<file path="src/rtl/secuenciador_pkg.sv">
// Shared definitions for the operand sequencer: state encoding, default widths
// and the ALU opcode map that the ALU and the sequencer agree on.
package secuenciador_pkg;

  localparam int DATA_W = 32;
  localparam int ADDR_W = 3;
  localparam int OP_W   = 4;

  typedef enum logic [2:0] {
    ST_IDLE  = 3'd0,
    ST_FETCH = 3'd1,
    ST_EXEC  = 3'd2,
    ST_OUT   = 3'd3,
    ST_DONE  = 3'd4
  } estado_t;

  localparam logic [OP_W-1:0] ALU_ADD = 4'd0;
  localparam logic [OP_W-1:0] ALU_SUB = 4'd1;
  localparam logic [OP_W-1:0] ALU_AND = 4'd2;
  localparam logic [OP_W-1:0] ALU_OR  = 4'd3;
  localparam logic [OP_W-1:0] ALU_XOR = 4'd4;

endpackage

</file>
<file path="src/rtl/secuenciador_operandos.sv">
// Walks a contiguous address range of the A/B operand memories, registers each
// operand pair for the ALU and hands every result downstream via valid/ready.
module secuenciador_operandos #(
  parameter int DATA_W = secuenciador_pkg::DATA_W,
  parameter int ADDR_W = secuenciador_pkg::ADDR_W,
  parameter int OP_W   = secuenciador_pkg::OP_W
) (
  input  logic              clk_i,
  input  logic              rst_ni,
  input  logic              start_i,
  input  logic [ADDR_W-1:0] first_addr_i,
  input  logic [ADDR_W:0]   count_i,
  input  logic [OP_W-1:0]   op_i,
  output logic [ADDR_W-1:0] addr_a_o,
  output logic [ADDR_W-1:0] addr_b_o,
  input  logic [DATA_W-1:0] operando_a_i,
  input  logic [DATA_W-1:0] operando_b_i,
  output logic [OP_W-1:0]   alu_op_o,
  output logic [DATA_W-1:0] alu_a_o,
  output logic [DATA_W-1:0] alu_b_o,
  input  logic [DATA_W-1:0] resultado_i,
  output logic              res_valid_o,
  input  logic              res_ready_i,
  output logic [DATA_W-1:0] res_data_o,
  output logic [ADDR_W-1:0] res_addr_o,
  output logic              busy_o,
  output logic              done_o
);

  import secuenciador_pkg::*;

  localparam logic [ADDR_W:0] MAX_CNT = (ADDR_W+1)'(2**ADDR_W);
  localparam logic [ADDR_W:0] ONE_CNT = (ADDR_W+1)'(1);

  estado_t           state_q, state_d;
  logic [ADDR_W-1:0] addr_q;
  logic [ADDR_W:0]   rem_q;
  logic [ADDR_W:0]   count_sat;
  logic              last_elem;

  // Requests larger than the memory depth are clipped to one full sweep.
  assign count_sat = (count_i > MAX_CNT) ? MAX_CNT : count_i;
  assign last_elem = (rem_q == ONE_CNT);

  assign addr_a_o    = addr_q;
  assign addr_b_o    = addr_q;
  assign busy_o      = (state_q != ST_IDLE);
  assign res_valid_o = (state_q == ST_OUT);
  assign done_o      = (state_q == ST_DONE);

  always_ff @(posedge clk_i or negedge rst_ni) begin
    if (!rst_ni) begin
      state_q <= ST_IDLE;
    end else begin
      state_q <= state_d;
    end
  end

  always_comb begin
    state_d = state_q;
    case (state_q)
      ST_IDLE: begin
        if (start_i) begin
          state_d = (count_i == '0) ? ST_DONE : ST_FETCH;
        end
      end
      ST_FETCH: state_d = ST_EXEC;
      ST_EXEC:  state_d = ST_OUT;
      ST_OUT: begin
        if (res_ready_i) begin
          state_d = last_elem ? ST_DONE : ST_FETCH;
        end
      end
      ST_DONE:  state_d = ST_IDLE;
      default:  state_d = ST_IDLE;
    endcase
  end

  // Datapath registers; operand and result registers hold their last value
  // once the run is over.
  always_ff @(posedge clk_i or negedge rst_ni) begin
    if (!rst_ni) begin
      addr_q     <= '0;
      rem_q      <= '0;
      alu_op_o   <= '0;
      alu_a_o    <= '0;
      alu_b_o    <= '0;
      res_data_o <= '0;
      res_addr_o <= '0;
    end else begin
      case (state_q)
        ST_IDLE: begin
          if (start_i) begin
            addr_q   <= first_addr_i;
            rem_q    <= count_sat;
            alu_op_o <= op_i;
          end
        end
        ST_FETCH: begin
          alu_a_o <= operando_a_i;
          alu_b_o <= operando_b_i;
        end
        ST_EXEC: begin
          res_data_o <= resultado_i;
          res_addr_o <= addr_q;
        end
        ST_OUT: begin
          if (res_ready_i && !last_elem) begin
            rem_q  <= rem_q - ONE_CNT;
            addr_q <= addr_q + ADDR_W'(1);
          end
        end
        default: begin
        end
      endcase
    end
  end

endmodule

</file>
<file path="config.mk">
export PLATFORM = sky130hd
export DESIGN_NAME = secuenciador_operandos
export DESIGN_NICKNAME = d
export VERILOG_FILES = /design/src/rtl/secuenciador_pkg.sv /design/src/rtl/secuenciador_operandos.sv
export SDC_FILE = /design/constraint.sdc
export NUM_CORES = 1
export LEC_CHECK = 0
export CORE_UTILIZATION = 35
export CTS_CLUSTER_DIAMETER = 80
export CTS_CLUSTER_SIZE = 25
export DETAILED_ROUTE_END_ITERATION = 8
export GPL_ROUTABILITY_DRIVEN = 0
export PLACE_DENSITY = 0.71
export REMOVE_ABC_BUFFERS = 1
export SYNTH_ARGS = -nofsm -noshare
export SYNTH_HDL_FRONTEND = slang
export SYNTH_SLANG_ARGS = --single-unit
</file>
<file path="constraint.sdc">
create_clock -name clk_i -period 4.8 [get_ports clk_i]
set_input_delay 1.44 -clock clk_i [delete_from_list [all_inputs] [get_ports clk_i]]
set_output_delay 1.44 -clock clk_i [all_outputs]
set_load 0.005 [all_outputs]
</file>
==> results by group <==
Floorplanning
  – Total number of placement rows: 41
  – Vert. Die Dim: 116 um
  – Overall die width: 116 um
  – Die area: 13,500 um2
  – Ports: 223
  – Core ar.: 12,700 um2
  – Initial core utilization: 0.360

Drt
  – Vias per cell: 4.60
  – Avg WL per Cell: 15.3 um
  – Number of DRC violations after detailed routing: 0
  – Amount of wire on met2 after detailed routing: 5.37 mm
  – Detailed route wirelength on metal3: 848 um
  – Routed met1 length: 4.47 mm
  – Post-detailed-route count of antenna-violating nets: 0
  – Detailed Route Iter0 Violations: 124
  – Highest metal layer with signal wires: met4
  – Routed via count: 3,254
  – Final wirelength: 10.8 mm
  – Iteration count of the initial detailed-routing pass: 4

Clocking
  – Cts-stage hold buffer count: 0
  – Clock tree from TritonCTS: built
  – CTS H-tree lvls: 4
  – Cell at the root of the clock tree: clkbuf_16
  – CTS Sinks: 113
  – Quantity of gates resized following cts: 0
  – Buffers from clock root to sink, at most: 2
  – Clock buffers created by TritonCTS: 17
  – Clock insertion delay at the later pin of the skew report: 400 ps
  – Clock-pin slew on the worst setup and hold paths: 50 ps
  – Number of buffers added for setup after CTS: 0

Timing
  – Min setup slack post-route: 1120 ps
  – Slew headroom: 0.447
  – Number of endpoints failing setup at the final stage: 0
  – Period utilization: 0.767
  – Worst hold margin: 488 ps
  – Number of max-slew violations in the final report: 0
  – Actual transition at the worst max-transition pin: 829 ps
  – RSZ-0062 raised after global routing: no
  – Hold Vio Cnt, Final: 0
  – Worst clock skew: 5.15 ps
  – Fin Setup TNS: 0 ps
  – Time the final worst path needs with I/O delays and setup: 3680 ps
  – Fmax achieved: 272 MHz

Layout
  – Final cell count without fillers: 707
  – Final design utilization: 0.589
  – Layout area overhead: 63.4%
  – Final design area excluding fillers: 7460 um2
  – Count of inserted antenna diode cells: 0
  – Register Area: 2830 um2
  – Fraction of layout instances using a drive strength above 1: 0.256
  – Post-layout nets: 637
  – Number of fill cells in the layout: 1,054
  – Combined area of the multi-input logic cells: 1570 um2

Placement
  – Buffers on Ports: 222
  – Post-DP HPWL: 7.93 mm
  – Placed cells: 676
  – Placement Setup Slack: 1590 ps
  – Standard cell area after detailed placement: 6880 um2

Critical path
  – Largest stage delay on the critical path: 620 ps
  – Kind of cell adding the most delay to the critical path: buffers and inverters
  – Maximum fanout count along the critical path: 13
  – Kind of start point of the critical path: flop
  – Slowest stage cell, crit path: dfrtp_1
  – Critical Setup Path Class: reg2out
  – Required arrival time at the worst endpoint: 3360 ps
  – Nature of the critical path endpoint: primary output
  – Sequence of cells on the critical path: nand3b_1, inv_2, clkdlybuf4s50_1
  – WP data arrival: 2240 ps
  – CP bufs+invs: 2

GRT
  – Total gr overflow: 0
  – First-pass GRT wire length: 16.5 mm
  – Initial antenna violation count: 0
  – Number of global-route vias before repair: 3,275
  – Overall fraction of global-route tracks in use: 0.164
  – Pin count of the biggest net entering global routing: 65

Logic synthesis
  – List of most frequent post-synthesis cells: dfrtp_1, mux2_2, buf_6
  – Cell taking the most area after synthesis: dfrtp_1
  – Most area-consuming cells after synthesis: dfrtp_1, mux2_2, buf_6
  – Commonest register cell after synthesis: dfrtp_1
  – Number of enable flip-flop cells after synthesis: 0
  – Share of the synthesized area in the top cell type: 0.619
  – Number of distinct library cells after synthesis: 31
  – Count of state elements after synthesis: 113
  – Proportion of synthesized flip-flops having asynchronous set or reset: 1.00
  – Total standard cell area after synthesis: 4570 um2
  – Count leader, synth: dfrtp_1
  – Post-Syn Instances: 295
  – Per-instance average area after synthesis: 15.5 um2
  – Sequential-to-total area share from yosys stat: 0.619
  – Total of warnings raised by yosys: 0

Pwr
  – Leakage power figure: 3.06 nW
  – Power per cell area: 694 nW/um2
  – Post-route total power: 5.18 mW
  – Peak ir drop on the vdd network: 278 uV

Run
  – Number of max-capacitance violations reported: 0

Status
  – Status: finished clean

Min path
  – Hold Path Class: reg2reg
-- routing by layer --
layer	track usage	vias up
met5	0	-
met4	0.0641	0
met3	0.0690	16
met2	0.270	132
met1	0.191	1588
li1	-	1518
-- cells by family after synthesis --
group                    after synthesis  share of synthesized area
AO/OA/AOI/OAI                         25                     0.0359
multiplexers                         105                      0.258
flip-flops                           113                      0.619
buffers and inverters                 22                     0.0389
adder cells (fa/ha/maj)                3                    0.00822
AND/OR/NAND/NOR                       27                     0.0395
-- cell usage in the layout, fill, tap and decap left out, types with 2 or more instances in the layout --
cell type,count
clkdlybuf4s50_1,221
dfrtp_1,113
mux2_2,101
clkbuf_16,17
o21ai_0,8
nor2_1,7
a21oi_1,6
nor3b_1,5
clkbuf_8,5
clkbuf_1,5
buf_4,5
inv_1,4
nor3_1,4
nand2_1,3
ha_1,3
mux2_1,2
mux2i_1,2
a21o_1,2
o31ai_1,2
a31oi_1,2
bufinv_16,2
-- power by group --
| group | total (mW) | leakage [nW] | switching (mW) | internal, mW |
|---|---|---|---|---|
| clock network | 1.22 | 0.284 | 0.396 | 0.828 |
| registers | 1.73 | 1.34 | 0.282 | 1.45 |
| logic | 2.22 | 1.44 | 0.723 | 1.50 |
| total | 5.18 | 3.06 | 1.40 | 3.78 |
-- state kept, by name, indices dropped and copies added, names as in the netlist --
register and cells:
res_addr_o 3, res_data_o 32, alu_op_o 4, state_q 3, addr_a_o 3, alu_a_o 32, rem_q 4, alu_b_o 32
-- layout make-up --
cell class / count / share of cell area
clock buffer: 27 / 0.0687
clock inverter: 4 / 0.00972
inverter: 5 / 0.00251
multi-input combinational: 160 / 0.210
sequential: 113 / 0.379
tap: 172 / 0.0288
timing repair buffer: 226 / 0.301
-- worst paths after layout --
path	to	depth (start not counted)	slack, ps	start
setup reg to reg	alu_b_o[31]	3	2660	state_q[0]
hold / removal	res_data_o[1]	1	490	res_data_o[1]
max in group asynchronous	res_data_o[26]	2	2790	rst_ni
setup / recovery	res_valid_o	3	1120	state_q[0]
min in group asynchronous	alu_b_o[7]	1	1070	rst_ni
hold reg to reg	res_data_o[1]	1	490	res_data_o[1]
(Power assumes the default switching activity.)
